## src/rtl/tick_pkg.sv

```systemverilog
// Shared types for the switch tick injector.
//   tick_t      : one synthetic market tick {side, price, seq}
//   deb_state_e : strobe debounce FSM states
//   SIDE_BUY/SIDE_SELL : encodings of the side bit
package tick_pkg;

  localparam int PRICE_W = 16;
  localparam int SEQ_W   = 8;

  localparam logic SIDE_BUY  = 1'b1;
  localparam logic SIDE_SELL = 1'b0;

  typedef struct packed {
    logic               side;
    logic [PRICE_W-1:0] price;
    logic [SEQ_W-1:0]   seq;
  } tick_t;

  typedef enum logic [1:0] {
    IDLE_LO = 2'd0,
    WAIT_HI = 2'd1,
    IDLE_HI = 2'd2,
    WAIT_LO = 2'd3
  } deb_state_e;

endpackage

```

## src/rtl/sync_fifo.sv

```systemverilog
// First-word-fall-through FIFO with registered occupancy.
// Ports:
//   clk, rst_n  : clock, synchronous active-low reset
//   push        : write request; push_data is the entry to store
//   pop         : read request; only honoured while valid
//   head        : current head entry (meaningful while valid)
//   valid       : FIFO holds at least one entry
//   count       : occupancy, 0..DEPTH
//   push_drop   : push was refused because the FIFO was full and not popping
// Handshake: an entry leaves on a clock edge where valid && pop; a push is
// accepted when there is room or a pop frees a slot on the same edge.
module sync_fifo
  import tick_pkg::*;
#(
  parameter int  DEPTH = 4,
  parameter type T     = tick_t
) (
  input  logic                   clk,
  input  logic                   rst_n,
  input  logic                   push,
  input  T                       push_data,
  input  logic                   pop,
  output T                       head,
  output logic                   valid,
  output logic [$clog2(DEPTH):0] count,
  output logic                   push_drop
);

  localparam int PTR_W = $clog2(DEPTH);
  localparam int CNT_W = PTR_W + 1;

  T                 mem_q [DEPTH];
  T                 mem_d [DEPTH];
  logic [PTR_W-1:0] wr_q, wr_d;
  logic [PTR_W-1:0] rd_q, rd_d;
  logic [CNT_W-1:0] count_q, count_d;

  logic full;
  logic pop_ok;
  logic push_ok;

  assign full    = (count_q == CNT_W'(DEPTH));
  assign valid   = (count_q != '0);
  assign pop_ok  = pop && valid;
  // A pop on the same edge frees the slot, so a full FIFO still takes the push.
  assign push_ok = push && (!full || pop_ok);

  assign push_drop = push && !push_ok;
  assign head      = mem_q[rd_q];
  assign count     = count_q;

  always_comb begin
    mem_d   = mem_q;
    wr_d    = wr_q;
    rd_d    = rd_q;
    count_d = count_q;
    if (push_ok) begin
      mem_d[wr_q] = push_data;
      wr_d        = wr_q + PTR_W'(1);
    end
    if (pop_ok) begin
      rd_d = rd_q + PTR_W'(1);
    end
    case ({push_ok, pop_ok})
      2'b10:   count_d = count_q + CNT_W'(1);
      2'b01:   count_d = count_q - CNT_W'(1);
      default: count_d = count_q;
    endcase
  end

  always_ff @(posedge clk) begin
    if (!rst_n) begin
      for (int i = 0; i < DEPTH; i++) begin
        mem_q[i] <= '0;
      end
      wr_q    <= '0;
      rd_q    <= '0;
      count_q <= '0;
    end else begin
      mem_q   <= mem_d;
      wr_q    <= wr_d;
      rd_q    <= rd_d;
      count_q <= count_d;
    end
  end

endmodule

```

## src/rtl/sw_tick_injector.sv

```systemverilog
// Turns board switches into synthetic market ticks.
// A debounced rising edge of the strobe switch captures {side, price}, tags
// it with an 8-bit sequence number and queues it in an FWFT FIFO.
// Ports:
//   clk, rst_n          : clock, synchronous active-low reset
//   sw_strobe           : raw capture switch (asynchronous)
//   sw_side, sw_price   : raw tick fields (asynchronous)
//   tick_valid/ready    : downstream handshake; transfer on valid && ready
//   tick_side/price/seq : FIFO head, stable while valid && !ready
//   fifo_count          : FIFO occupancy
//   overflow            : sticky, a tick was dropped on a full FIFO
// Debug visibility: deb_state_q holds the debounce FSM state.
module sw_tick_injector
  import tick_pkg::*;
#(
  parameter int DEBOUNCE_CYCLES = 4,
  // Must match the tick_t price field width in tick_pkg.
  parameter int PRICE_W         = tick_pkg::PRICE_W,
  parameter int FIFO_DEPTH      = 4
) (
  input  logic                          clk,
  input  logic                          rst_n,
  input  logic                          sw_strobe,
  input  logic                          sw_side,
  input  logic [PRICE_W-1:0]            sw_price,
  output logic                          tick_valid,
  input  logic                          tick_ready,
  output logic                          tick_side,
  output logic [PRICE_W-1:0]            tick_price,
  output logic [7:0]                    tick_seq,
  output logic [$clog2(FIFO_DEPTH):0]   fifo_count,
  output logic                          overflow
);

  localparam int DCNT_W = $clog2(DEBOUNCE_CYCLES + 1);

  // Two-flop synchronizers for every raw switch input.
  logic               strobe_meta_q, strobe_sync_q;
  logic               side_meta_q,   side_sync_q;
  logic [PRICE_W-1:0] price_meta_q,  price_sync_q;

  always_ff @(posedge clk) begin
    if (!rst_n) begin
      strobe_meta_q <= 1'b0;
      strobe_sync_q <= 1'b0;
      side_meta_q   <= 1'b0;
      side_sync_q   <= 1'b0;
      price_meta_q  <= '0;
      price_sync_q  <= '0;
    end else begin
      strobe_meta_q <= sw_strobe;
      strobe_sync_q <= strobe_meta_q;
      side_meta_q   <= sw_side;
      side_sync_q   <= side_meta_q;
      price_meta_q  <= sw_price;
      price_sync_q  <= price_meta_q;
    end
  end

  // Debounce FSM: a level change is accepted only after DEBOUNCE_CYCLES
  // consecutive samples at the new level; only the accepted rise pushes.
  deb_state_e          deb_state_q, deb_state_d;
  logic [DCNT_W-1:0]   cnt_q, cnt_d;
  logic                push_q, push_d;
  logic                cnt_done;

  assign cnt_done = (cnt_q == DCNT_W'(DEBOUNCE_CYCLES - 1));

  always_comb begin
    deb_state_d = deb_state_q;
    cnt_d       = cnt_q;
    push_d      = 1'b0;
    case (deb_state_q)
      IDLE_LO: begin
        if (strobe_sync_q) begin
          deb_state_d = WAIT_HI;
          cnt_d       = DCNT_W'(1);
        end
      end
      WAIT_HI: begin
        if (!strobe_sync_q) begin
          deb_state_d = IDLE_LO;
        end else if (cnt_done) begin
          deb_state_d = IDLE_HI;
          push_d      = 1'b1;
        end else begin
          cnt_d = cnt_q + DCNT_W'(1);
        end
      end
      IDLE_HI: begin
        if (!strobe_sync_q) begin
          deb_state_d = WAIT_LO;
          cnt_d       = DCNT_W'(1);
        end
      end
      WAIT_LO: begin
        if (strobe_sync_q) begin
          deb_state_d = IDLE_HI;
        end else if (cnt_done) begin
          deb_state_d = IDLE_LO;
        end else begin
          cnt_d = cnt_q + DCNT_W'(1);
        end
      end
      default: deb_state_d = IDLE_LO;
    endcase
  end

  // Tick assembly, sequence numbering and the sticky overflow flag.
  tick_t      push_data;
  tick_t      head;
  logic       push_drop;
  logic [7:0] seq_q, seq_d;
  logic       overflow_q, overflow_d;

  assign push_data = '{side: side_sync_q, price: price_sync_q, seq: seq_q};

  always_comb begin
    seq_d      = seq_q;
    overflow_d = overflow_q;
    // A dropped tick does not consume a sequence number.
    if (push_q && !push_drop) begin
      seq_d = seq_q + 8'd1;
    end
    if (push_drop) begin
      overflow_d = 1'b1;
    end
  end

  always_ff @(posedge clk) begin
    if (!rst_n) begin
      deb_state_q <= IDLE_LO;
      cnt_q       <= '0;
      push_q      <= 1'b0;
      seq_q       <= '0;
      overflow_q  <= 1'b0;
    end else begin
      deb_state_q <= deb_state_d;
      cnt_q       <= cnt_d;
      push_q      <= push_d;
      seq_q       <= seq_d;
      overflow_q  <= overflow_d;
    end
  end

  sync_fifo #(
    .DEPTH (FIFO_DEPTH),
    .T     (tick_t)
  ) u_fifo (
    .clk       (clk),
    .rst_n     (rst_n),
    .push      (push_q),
    .push_data (push_data),
    .pop       (tick_ready),
    .head      (head),
    .valid     (tick_valid),
    .count     (fifo_count),
    .push_drop (push_drop)
  );

  assign tick_side  = head.side;
  assign tick_price = head.price;
  assign tick_seq   = head.seq;
  assign overflow   = overflow_q;

endmodule
```

## config.mk

```make
export PLATFORM = sky130hd
export DESIGN_NAME = sw_tick_injector
export DESIGN_NICKNAME = d
export VERILOG_FILES = /design/src/rtl/tick_pkg.sv /design/src/rtl/sync_fifo.sv /design/src/rtl/sw_tick_injector.sv
export SDC_FILE = /design/constraint.sdc
export NUM_CORES = 1
export LEC_CHECK = 0
export CORE_UTILIZATION = 45
export CTS_BUF_LIST = sky130_fd_sc_hd__clkbuf_8
export DETAILED_ROUTE_END_ITERATION = 12
export SKIP_LAST_GASP = 1
export SLEW_MARGIN = 15
export SYNTH_ARGS = -nofsm -noshare
export SYNTH_HDL_FRONTEND = slang
export SYNTH_SLANG_ARGS = --single-unit
```

## constraint.sdc

```tcl
create_clock -name clk -period 2.6 [get_ports clk]
set_input_delay 0.39 -clock clk [delete_from_list [all_inputs] [get_ports clk]]
set_output_delay 0.39 -clock clk [all_outputs]
set_load 0.01 [all_outputs]
```

# Yosys cells after proc, flatten, opt, wreduce, memory -nomap -nowiden
# Cells that the tools add are included.
# totals
in_bits	21
elab_cells	86
ff_bits	158
output_inout_bits	30
# classes
muxes	21
n_reduce_logical	15
bitwise_logic	2
eq_ne	13
order_cmp	3
add_sub_neg	6
# ops
op	count
$bwmux W100	1
$mux W25	3
$bmux W25 S2	1
$demux W25 S2	1
$mux W3	5
$mux W2	6
$pmux W3 S4	1
$add A8 B1 Y8 const B	1
$ne A2 B2 Y1 const B	4
$pmux W2 S4	1
$reduce_and A4 Y1	2
$add A3 B1 Y3 const B	2
$eq A2 B2 Y1 const B	3
$ge A3 B3 Y1 const B	2
$ne A3 B3 Y1 const B	2
$not A2 Y3	2
$pmux W3 S2	1
$logic_and A1 B1 Y1	5
$add A2 B1 Y2 const B	2
$eq A2 B1 Y1 const B	2
$eq A3 B2 Y1 const B	1
$eq A3 B3 Y1 const B	1
$logic_not A1 Y1	3
$lt A3 B1 Y1 const B	1
other kinds (7)	7

# Longest topological paths before layout
# Gate-level depths: netlist of the first run.
# logic_depth
ltp_word	8
mapped_depth	9
depth_no_buf	8

# By module
# Synthesis of the first run repeated with hierarchy kept, for this count alone.
# unflattened
cells_unflattened	576
area_unflattened_um2	6307.3
# modules_own_cells
module	area_per_inst_um2	n_inst	seq_area_each_um2	cells_each
sync_fifo	4684.5	1	2142.1	431
sw_tick_injector	1622.8	1	1021.0	145

# Worst setup path after synthesis of the first run
# OpenSTA, ideal clock, no wires.
# synth_timing
path_kind	reg-to-reg
startpoint	register u_fifo.count_q[0] (netlist: u_fifo.count[0])
endpoint	register u_fifo.count_q[2] (netlist: u_fifo.count[2])
t_required_ns	2.530
setup_ns	0.070
setup_slack_ns	0.260
stages_incl_launch_ff	10
arrival_time_ns	2.270
period_less_slack_ns	2.340
path_buffers	1
cell_sequence	dfxtp_1 or4b_1 clkbuf_2 nand2_1 ha_1 inv_1 fa_1 xor2_1 or3_1 a21oi_1
# synth_between
elab_chain_cells	6
elab_cells_between_ends	12
cone_classes	add/sub (2); eq/ne (3); mux (1); reduce/logical (6)
# synth_lines
element	line_no	source
start: declaration	sync_fifo.sv:36	logic [CNT_W-1:0] count_q, count_d;
start signal: assignment	sync_fifo.sv:83	count_q <= count_d;
$eq A3 B3 Y1 / $reduce_bool A3 Y1 (equally long branches)	sync_fifo.sv:42, sync_fifo.sv:43	
$logic_not A1 Y1 / $logic_and A1 B1 Y1 (equally long branches)	sync_fifo.sv:46, sync_fifo.sv:44	
$logic_or A1 B1 Y1	sync_fifo.sv:46	assign push_ok = push && (!full || pop_ok);
$logic_and A1 B1 Y1	sync_fifo.sv:46	
$eq A2 B1 Y1 / $eq A2 B2 Y1 (equally long branches)	sync_fifo.sv:64	case ({push_ok, pop_ok})
$pmux W3 S2 / $reduce_bool A2 Y1 (equally long branches)	n/a	
# Several ways; a longest one is shown, not always the timed one.
# A chain may end at the register's enable or synchronous reset.

# Worst setup path after layout of the first run
# layout_timing
startpoint	register u_fifo.rd_q[0]
endpoint	output tick_seq[2]
# layout_between
elab_chain_cells	4
# layout_lines
element	line_no	source
start: declaration	sync_fifo.sv:35	logic [PTR_W-1:0] rd_q, rd_d;
start signal: assignment	sync_fifo.sv:82	rd_q <= rd_d;
$not A2 Y3 (implied by the code)	sync_fifo.sv:49	assign head = mem_q[rd_q];
$bmux W25 S2	sync_fifo.sv:49	
$mux W25 (implied by the code) (2 in series)	sync_fifo.sv:49	
end: declaration	sw_tick_injector.sv:30	output logic [7:0] tick_seq,
# No other way between the ends. The select of a mux whose other input is x is not followed.

==> qor.txt, run 1 <==
Type of the worst min-delay path = input pin to register
CP cell instances = buf_12 -> mux4_2 -> clkdlybuf4s50_1
Fin crit period = 2.512 ns
Tcrit/Tclk final = 96.60%
Core Box Area = 13830 um^2
Chip height = 120.8 um
Critical path type = register to primary output
Longest Clk Path Bufs = 2
Synthesis-stage register bit count = 158
Max FO, Critical Path = 14
Clock Sinks = 158
Fillers = 1211
HPWL after DPL = 7692 um
Row count = 43
Largest net degree at the start of global routing = 53
Sw frac = 21.16%
Number of global-route vias before repair = 4077
Post-CTS Hold Fix Bufs = 0
Clock share of power = 40.3%
Status = completed
Via Count = 4122
Max Fclk = 398.2 MHz
Initial drt markers = 275
Largest stage delay, worst path = 0.56 ns
Seq/Total Area, Yosys = 49.79%
Post-synthesis simple-gate area fraction = 14.93%
Setup_tns = 0 ns
Syn Inst Count = 579
Grt total ovfl = 0
Hold Fails Final Rpt = 0
GPL Wtd Cong = 0.7287
Switching pwr = 0.0009083 W
Commonest cells after routing, fill and taps aside = dfxtp_1 (157), nand2_1 (130), mux2i_1 (103), clkdlybuf4s50_1 (49), and2_1 (36)
Post-synth EDFFs = 0
H-tree lvl count = 4
Synth Flop Type = dfxtp_1
Total of max-cap violations = 0
Footprint of the multi-input gates = 2858 um^2
DR WL/cell = 15.10 um
Share of post-route cells with drive strength above 1 = 12.62%
Adder-cell area share of the yosys netlist = 1.891%
Final worst setup slack = 0.08844 ns
Setup violators final = 0
Arrival time worst endpoint = 2.12 ns
Worst-path clk slew = 0.07 ns
Proportion of synthesized area in mux cells = 25.09%
CTS tree = done
Complex-gate fraction of the synthesized area = 2.383%
Area Growth Syn to Fin = 15.97%
First-pass GRT wire length = 20040 um
Unrepaired setup endpoints after global routing = no
DR vias/cell = 5.015
Largest family of logic cells by synthesized area = multiplexers
CTS root buf = clkbuf_8
Final setup skew = 0.005364 ns
Finished Layout Cells = 822
Slew headroom = 63.38%
DIE AREA = 14600 um^2
Worst Path Buf+Inv = 2
Required time worst endpoint = 2.21 ns
P_leak = 2.522 nW
Maximum vdd drop = 0.2846 mV
Post-layout net count = 659
Post-place instance area = 6940 um^2
Gate power share = 2.6%
Dpl cells = 785
Synth Area in XOR/XNOR = 0.6894%
CTS buffer count = 17
Syn avg cell area = 10.97 um^2
DRC violations left = 0
Most common cell after layout, fill and taps aside = dfxtp_1
Final core occ = 53.28%
Internal power = 0.003385 W
Pre-CTS setup slack = -0.1219 ns
Port bufs = 50
Finished Cell Area = 7367 um^2
Count of boundary I/O pins = 51
Detailed Route WL = 12410 um
Pre-Repair DR Iteration Count = 4
Tightest Pin Transition = 0.5493 ns
Routed Antenna Nets = 0
Pwr dens = 582.8 nW/um^2
Storage cell area = 3167 um^2
Critical Path Source Type = register
CP Capture Type = primary output
Initial antenna violation count = 0
Sequential cell fraction of total power = 57.1%
Max-slew violation count = 0
Delay-heaviest family, CP = buffers and inverters
Starting Density = 45.94%
All-Layer GR Usage = 18.11%
Ys async rst share = 0%
Diodes inserted = 0
Die X = 120.8 um
Yosys Warn Count = 0
Distinct cells, synth = 38
Slowest-stage cell, CP = mux4_2
Clock Latency Late Sink = 0.45 ns
Synthesized Nets = 609
Mapped cell area = 6352 um^2
==> cells in the mapped netlist, types with 2 or more instances <==
cell type / instances / share of area [%]
dfxtp_1: 158 / 50
inv_1: 8 / 0.47
nor2_1: 6 / 0.35
buf_2: 3 / 0.24
mux4_2: 25 / 8.9
buf_12: 6 / 1.9
nor3_1: 3 / 0.24
nand2_1: 130 / 7.7
ha_1: 8 / 1.6
nand2b_1: 3 / 0.30
nand3_1: 8 / 0.63
and4b_1: 2 / 0.32
mux2i_1: 103 / 16
clkbuf_1: 24 / 1.4
buf_6: 6 / 1.1
o21ai_0: 6 / 0.47
o31ai_1: 2 / 0.24
or3_1: 3 / 0.30
or4_1: 2 / 0.24
and3_1: 4 / 0.39
and2_1: 36 / 3.5
xor2_1: 4 / 0.55
o21a_1: 2 / 0.24
a21oi_1: 13 / 1.0
==> kinds of logic after synthesis <==
group,Yosys count
buf+inv,49
flops,158
mux,128
compound gates,26
simple gates,204
xor+xnor,5
fa+ha+maj,9
==> power groups by stage <==
stage          sequential, W  combinational (W)  clock, W
2_1_floorplan        0.00251          0.0000615         0
6_report             0.00245           0.000110   0.00173
3_5_place_dp         0.00251           0.000111         0
3_3_place_gp         0.00251           0.000108         0
5_1_grt              0.00245           0.000123   0.00189
4_1_cts              0.00245           0.000111   0.00177
==> routing by layer <==
metal	track usage (%)	wire length [um]
met5	0	0
met4	7.948	228
met3	4.434	409
met2	27.77	5598
met1	24.23	6175
==> stage by stage <==
stage	power, W	hold slack, ns
global placement	0.002617	0.4139
floorplan	0.002568	0.4119
detailed placement	0.002620	0.4177
CTS	0.004335	0.4005
finish	0.004293	0.4315
global route	0.004467	0.4495
==> worst min-delay path, delay by kind of cell <==
kind                   cells  cell delay (ns)
buffers and inverters      1             0.28
AND/OR/NAND/NOR            2             0.16
==> worst paths after layout <==
kind / start / slack [ns] / end / depth (start not counted)
setup / recovery: u_fifo.rd_q[0] / 0.09 / tick_seq[2] / 3
hold / removal: rst_n / 0.43 / push_q / 3
setup reg to reg: u_fifo.count[0] / 0.24 / u_fifo.count[2] / 8
hold reg to reg: price_meta_q[8] / 0.44 / price_sync_q[8] / 1
==> final cells by class <==
class	instances	share of cell area, %
clock inverters	9	0.9001
well taps	180	3.057
inverters	8	0.4076
flip-flops and latches	158	42.99
multi-input cells	372	38.79
repair buffers	72	9.562
clock buffers	23	4.297
==> registers in the layout (all words and copies together) (netlist names), 2 cells and up, named ones only <==
name	count
cnt_q	3
price_meta_q	16
price_sync_q	16
seq_q	8
u_fifo.count	3
u_fifo.mem_q	100
u_fifo.rd_q	2
u_fifo.wr_q	2
==> what timing repair did <==
action / in CTS / in global routing
buffers inserted: 0 / 5
endpoints found under the setup margin: 20 / 7
gates resized for setup: 2 / 0
cloned: 0 / 0
pin swaps: 0 / 0
hold endpoints to repair: 0 / 0
Note: power is estimated with default switching activity, not from simulation.
==> run 2, diff against run 1 <==
SYNTH_HIERARCHICAL = 1   (was unset)
==> qor.txt, run 2 <==
Grt total ovfl = 0 (unchanged)
Critical Path Source Type = register (unchanged)
Hold Fails Final Rpt = 0 (unchanged)
Arrival time worst endpoint = 2.05 ns (was 2.12 ns)
Row count = 42 (was 43)
Clock Sinks = 158 (unchanged)
Proportion of synthesized area in mux cells = 25.43% (was 25.09%)
Slowest-stage cell, CP = mux4_2 (unchanged)
Hold Crit Start = rst_n (unchanged)
Clock Latency Late Sink = 0.44 ns (was 0.45 ns)
Syn Inst Count = 576 (was 579)
Commonest cells after routing, fill and taps aside = dfxtp_1 (156), nand2_1 (140), mux2i_1 (104), clkdlybuf4s50_1 (49), and2_1 (39) (was dfxtp_1 (157), nand2_1 (130), mux2i_1 (103), clkdlybuf4s50_1 (49), and2_1 (36))
Final core occ = 55.56% (was 53.28%)
Post-synth EDFFs = 0 (unchanged)
Pre-Repair DR Iteration Count = 5 (was 4)
CTS resizes = 1 (was 2)
Core Box Area = 13450 um^2 (was 13830 um^2)
Status = completed (unchanged)
Max reg flops = 100 (unchanged)
Required time worst endpoint = 2.21 ns (about the same)
Biggest register = u_fifo/mem_q (was u_fifo.mem_q)
Tightest Pin Transition = 0.4886 ns (was 0.5493 ns)
Syn avg cell area = 10.95 um^2 (was 10.97 um^2)
DIE AREA = 14490 um^2 (was 14600 um^2)
Maximum vdd drop = 0.3201 mV (was 0.2846 mV)
Internal power = 0.003632 W (was 0.003385 W)
DR WL/cell = 14.92 um (was 15.10 um)
Total of max-cap violations = 0 (unchanged)
CTS tree = done (unchanged)
Yosys Warn Count = 6 (was 0)
Unrepaired setup endpoints after global routing = no (unchanged)
Area Growth Syn to Fin = 18.51% (was 15.97%)
DR vias/cell = 4.999 (was 5.015)
Initial antenna violation count = 0 (unchanged)
Port bufs = 50 (unchanged)
Final setup skew = 0.007415 ns (was 0.005364 ns)
HPWL after DPL = 7775 um (was 7692 um)
Initial drt markers = 242 (was 275)
Max FO, Critical Path = 19 (was 14)
Max Fclk = 409.9 MHz (was 398.2 MHz)
Routed Antenna Nets = 0 (unchanged)
Synth Flop Type = dfxtp_1 (unchanged)
Share of post-route cells with drive strength above 1 = 13.30% (was 12.62%)
Setup Fix Bufs, Post-CTS = 0 (unchanged)
GPL Wtd Cong = 0.7374 (was 0.7287)
Count of boundary I/O pins = 51 (unchanged)
Adder-cell area share of the yosys netlist = 1.904% (was 1.891%)
Gate power share = 2.3% (was 2.6%)
Sw frac = 20.41% (was 21.16%)
P_leak = 2.545 nW (was 2.522 nW)
Type of the worst min-delay path = input pin to register (unchanged)
Largest registers = u_fifo/mem_q: 100 flops, price_meta_q: 16 flops, price_sync_q: 16 flops (was u_fifo.mem_q: 100 flops, price_meta_q: 16 flops, price_sync_q: 16 flops)
Top cell type by total area after synthesis = dfxtp_1 (unchanged)
Top cell type's share of synthesized area = 50.15% (was 49.79%)
Tcrit/Tclk final = 93.83% (was 96.60%)
Ys async rst share = 0% (unchanged)
Critical Path Source = u_fifo/rd_q[1] (was u_fifo.rd_q[0])
Area contributors post-synth = dfxtp_1 (50%), mux2i_1 (17%), mux4_2 (8.9%), nand2_1 (8.3%), and2_1 (3.9%) (was dfxtp_1 (50%), mux2i_1 (16%), mux4_2 (8.9%), nand2_1 (7.7%), and2_1 (3.5%))
CP Capture Type = primary output (unchanged)
Seq/Total Area, Yosys = 50.15% (was 49.79%)
Via Count = 4074 (was 4122)
Post-CTS Hold Fix Bufs = 0 (unchanged)
Sequential cell fraction of total power = 53.8% (was 57.1%)
Pwr dens = 610.5 nW/um^2 (was 582.8 nW/um^2)
Footprint of the multi-input gates = 2920 um^2 (was 2858 um^2)
Worst-path clk slew = 0.08 ns (was 0.07 ns)
Setup violators final = 0 (unchanged)
Number of global-route vias before repair = 3985 (was 4077)
Post-synthesis simple-gate area fraction = 16.07% (was 14.93%)
Largest family of logic cells by synthesized area = multiplexers (unchanged)
Clock share of power = 43.9% (was 40.3%)
Switching pwr = 0.0009314 W (was 0.0009083 W)
Commonest cells in the netlist = dfxtp_1 (158), nand2_1 (140), mux2i_1 (104), and2_1 (39), mux4_2 (25) (was dfxtp_1 (158), nand2_1 (130), mux2i_1 (103), and2_1 (36), mux4_2 (25))
Max-slew violation count = 0 (unchanged)
Largest stage delay, worst path = 0.54 ns (was 0.56 ns)
Synth Area in XOR/XNOR = 0.9720% (was 0.6894%)
CP cell instances = buf_12 -> mux4_2 -> clkdlybuf4s50_1 (unchanged)
Largest net degree at the start of global routing = 86 (was 53)
H-tree lvl count = 4 (unchanged)
CTS buffer count = 17 (unchanged)
Diodes inserted = 0 (unchanged)
Critical path type = register to primary output (unchanged)
Detailed Route WL = 12160 um (was 12410 um)
CTS root buf = clkbuf_8 (unchanged)
Die X = 120.4 um (was 120.8 um)
Reg2reg start = u_fifo/count[0] (was u_fifo.count[0])
Fillers = 1199 (was 1211)
Complex-gate fraction of the synthesized area = 1.924% (was 2.383%)
All-Layer GR Usage = 18.04% (was 18.11%)
Fin crit period = 2.440 ns (was 2.512 ns)
Storage cell area = 3166 um^2 (was 3167 um^2)
Finished Cell Area = 7475 um^2 (was 7367 um^2)
Post-layout net count = 657 (was 659)
DRC violations left = 0 (unchanged)
First-pass GRT wire length = 20130 um (was 20040 um)
Starting Density = 46.88% (was 45.94%)
Post-place instance area = 7024 um^2 (was 6940 um^2)
Synthesis-stage register bit count = 158 (unchanged)
Synthesized Nets = 606 (was 609)
Count leader, synth = dfxtp_1 (unchanged)
Slew headroom = 67.01% (was 63.38%)
Longest Clk Path Bufs = 2 (unchanged)
Distinct cells, synth = 40 (was 38)
Chip height = 120.4 um (was 120.8 um)
Mapped cell area = 6307 um^2 (was 6352 um^2)
Most common cell after layout, fill and taps aside = dfxtp_1 (unchanged)
run 2: cell types whose count changed in the layout (fill, tap and decap cells not counted), sizes merged, moves of 6 or more:
cell   delta
nand2    +10
nand3     -6
buf       -7
a21oi     -6
run 2: power groups by stage:
stage | Combinational [W] | Sequential (W) | Clock [W]
floorplan | 0.0000604 | 0.00251 | 0
global placement | 0.000105 | 0.00251 | 0
detailed placement | 0.000109 | 0.00251 | 0
CTS | 0.000109 | 0.00245 | 0.00207
global route | 0.000119 | 0.00246 | 0.00217
finish | 0.000107 | 0.00245 | 0.00200
run 2: final timing paths:
check,end,cells after the start,slack (ns)
hold reg to reg,side_sync_q,1,0.43
setup reg to reg,u_fifo/count[2],9,0.31
hold / removal,price_meta_q[4],2,0.29
setup / recovery,tick_seq[5],3,0.16
run 2: final cells by class:
| class | instances | share of cell area (%) |
|---|---|---|
| inverter | 9 | 0.4520 |
| timing repair buffer | 65 | 9.173 |
| clock inverter | 10 | 2.143 |
| multi-input combinational | 376 | 39.07 |
| tap | 176 | 2.946 |
| clock buffer | 21 | 3.867 |
| sequential | 158 | 42.35 |
run 2: kinds of logic (layout without fill, tap and decap cells):
kind of cell	Yosys count	in the layout
and+or+nand+nor	212	212
muxes	129	129
adders and majority gates	9	9
xor gates and xnor gates	7	7
buffers and inverters	42	105
AOI/OAI and AO/OA	19	19
DFF	158	158
run 2: through the flow:
stage	TNS, ns	hold WS, ns	worst slack, ns	total power (W)	std cells
final	0	0.2852	0.1605	0.004563	815
after floorplan	0	0.4119	0.1952	0.002567	576
after global routing	0	0.2756	0.06764	0.004745	815
after CTS	0	0.2587	0.09391	0.004628	815
after detailed placement	-0.1107	0.4169	-0.1107	0.002619	784
after global placement	-0.04721	0.4151	-0.04721	0.002616	784
run 2: worst max-delay path: cells and delay by family, from the launching register on:
kind	cells	cell delay [ns]
buffers and inverters	2	0.69
DFF	1	0.36
muxes	1	0.54
run 2: routing by layer:
layer / track usage (%) / routed length [um] / part of all wire, %
met3: 4.670 / 443 / 3.6
met1: 24.75 / 6107 / 50
met5: 0 / 0 / 0
met4: 6.250 / 127 / 1.0
met2: 27.51 / 5479 / 45
==> run 3, diff against run 2 <==
CELL_PAD_IN_SITES_DETAIL_PLACEMENT = 0   (was unset)
CELL_PAD_IN_SITES_GLOBAL_PLACEMENT = 1   (was unset)
PLACE_DENSITY_LB_ADDON = 0.1   (was unset)
==> qor.txt, run 3 (synthesis results as in run 2) <==
Post-layout net count = 663 (was 657)
CTS tree = done (unchanged)
Number of global-route vias before repair = 4023 (was 3985)
H-tree lvl count = 4 (unchanged)
Type of the worst min-delay path = input pin to register (unchanged)
Clock Sinks = 158 (unchanged)
DR WL/cell = 15.59 um (was 14.92 um)
Unrepaired setup endpoints after global routing = no (unchanged)
Diodes inserted = 0 (unchanged)
Commonest cells after routing, fill and taps aside = dfxtp_1 (156), nand2_1 (140), mux2i_1 (104), clkdlybuf4s50_1 (48), and2_1 (39) (was dfxtp_1 (156), nand2_1 (140), mux2i_1 (104), clkdlybuf4s50_1 (49), and2_1 (39))
All-Layer GR Usage = 18.68% (was 18.04%)
DR vias/cell = 5.002 (was 4.999)
Tightest Pin Transition = 0.5068 ns (was 0.4886 ns)
Detailed Route WL = 12810 um (was 12160 um)
Initial drt markers = 233 (was 242)
HPWL after DPL = 8087 um (was 7775 um)
Slew headroom = 65.79% (was 67.01%)
CP Capture Type = primary output (unchanged)
Largest registers = u_fifo/mem_q: 100 flops, price_meta_q: 16 flops, price_sync_q: 16 flops (unchanged)
Setup_tns = 0 ns (unchanged)
Die X = 120.4 um (unchanged)
Footprint of the multi-input gates = 2940 um^2 (was 2920 um^2)
Max Fclk = 400.3 MHz (was 409.9 MHz)
Fin crit period = 2.498 ns (was 2.440 ns)
CTS buffer count = 17 (unchanged)
Via Count = 4112 (was 4074)
Storage cell area = 3166 um^2 (unchanged)
Clock Latency Late Sink = 0.46 ns (was 0.44 ns)
Tcrit/Tclk final = 96.09% (was 93.83%)
Longest Clk Path Bufs = 2 (unchanged)
Reg2reg start = u_fifo/count[0] (unchanged)
Finished Layout Cells = 822 (was 815)
Fillers = 1167 (was 1199)
Routed Antenna Nets = 0 (unchanged)
P_leak = 2.595 nW (was 2.545 nW)
Starting Density = 46.88% (unchanged)
Chip height = 120.4 um (unchanged)
Row count = 42 (unchanged)
First-pass GRT wire length = 20560 um (was 20130 um)
Status = completed (unchanged)
Area Growth Syn to Fin = 18.85% (was 18.51%)
Share of post-route cells with drive strength above 1 = 14.24% (was 13.30%)
Critical Path Source = u_fifo/rd_q[1] (unchanged)
Max FO, Critical Path = 13 (was 19)
Core Box Area = 13450 um^2 (unchanged)
Max-slew violation count = 0 (unchanged)
CTS root buf = clkbuf_8 (unchanged)
Required time worst endpoint = 2.21 ns (about the same)
Critical Path Source Type = register (unchanged)
Pwr dens = 598.9 nW/um^2 (was 610.5 nW/um^2)
Count of boundary I/O pins = 51 (unchanged)
Arrival time worst endpoint = 2.11 ns (was 2.05 ns)
Dpl cells = 788 (was 784)
Maximum vdd drop = 0.3533 mV (was 0.3201 mV)
Setup violators final = 0 (unchanged)
Hold Fails Final Rpt = 0 (unchanged)
Biggest register = u_fifo/mem_q (unchanged)
Pre-Repair DR Iteration Count = 4 (was 5)
Final setup skew = 0.01228 ns (was 0.007415 ns)
Port bufs = 50 (unchanged)
Max reg flops = 100 (unchanged)
Grt total ovfl = 0 (unchanged)
Hold Crit Start = rst_n (unchanged)
Critical path type = register to primary output (unchanged)
Most common cell after layout, fill and taps aside = dfxtp_1 (unchanged)
DIE AREA = 14490 um^2 (unchanged)
Tot Pwr = 0.004490 W (was 0.004563 W)
Worst-path clk slew = 0.08 ns (about the same)
Total of max-cap violations = 0 (unchanged)
GPL Wtd Cong = 0.7310 (was 0.7374)
DRC violations left = 0 (unchanged)
Largest net degree at the start of global routing = 88 (was 86)
Initial antenna violation count = 0 (unchanged)
-- run 3: cell types whose count changed in the layout (fill, tap and decap cells not counted), moves of 2 or more --
cell and change:
inv_6 +2, buf_12 -3, nor2_2 -4, clkinv_4 +3
buf_4 +8, clkinvlp_4 -3, clkinv_2 +2, clkbuf_8 -2
nor2_4 +4
-- run 3: stage by stage --
stage / hold WS, ns / cell area, um^2 / worst slack (ns) / util, %
floorplan: 0.4119 / 6307 / 0.1952 / -
global placement: 0.4142 / 7037 / -0.05218 / 52.31
detailed placement: 0.4187 / 7037 / -0.1130 / 52.31
CTS: 0.2871 / 7461 / 0.008260 / 55.46
global route: 0.3041 / 7496 / 0.005390 / 55.72
finish: 0.3141 / 7496 / 0.1017 / 55.72
-- run 3: repair_timing --
item / 4_1_cts / 5_1_grt
setup endpoints to repair: 9 / 7
hold buffers: 0 / 0
resized for setup: 1 / 1
cloned: 0 / 1
setup buffers: 0 / 1
-- run 3: worst max-delay path: stages (launching register included) --
cell and delay (ns):
dfxtp_2 0.40, buf_12 0.19, mux4_2 0.55, clkdlybuf4s50_1 0.50
-- run 3: worst paths after layout --
| path | endpoint | slack (ns) | depth (start not counted) |
|---|---|---|---|
| hold reg to reg | side_sync_q | 0.44 | 1 |
| setup / recovery | tick_price[13] | 0.10 | 3 |
| setup reg to reg | u_fifo/count[2] | 0.29 | 9 |
| hold / removal | cnt_q[1] | 0.31 | 2 |
-- run 3: where the power goes --
group | switching, W | internal [W] | leakage, nW
logic | 0.0000609 | 0.0000477 | 1.10
registers | 0.00000869 | 0.00244 | 1.28
clock network | 0.000925 | 0.00100 | 0.216
-- run 3: area by class of cell --
| type | instances | area share, % |
|---|---|---|
| clock buffer | 19 | 3.489 |
| inverter | 9 | 0.4507 |
| clock inverter | 13 | 2.153 |
| tap | 176 | 2.938 |
| sequential | 158 | 42.23 |
| multi-input combinational | 376 | 39.23 |
| timing repair buffer | 71 | 9.514 |
-- run 3: metal layers --
| layer | track usage [%] | vias to the layer above | share of wire (%) |
|---|---|---|---|
| met2 | 27.73 | 60 | 44 |
| met3 | 5.660 | 9 | 3.2 |
| li1 | - | 2071 | - |
| met1 | 25.81 | 1972 | 52 |
| met4 | 6.250 | 0 | 0.99 |
| met5 | 0 | - | 0 |
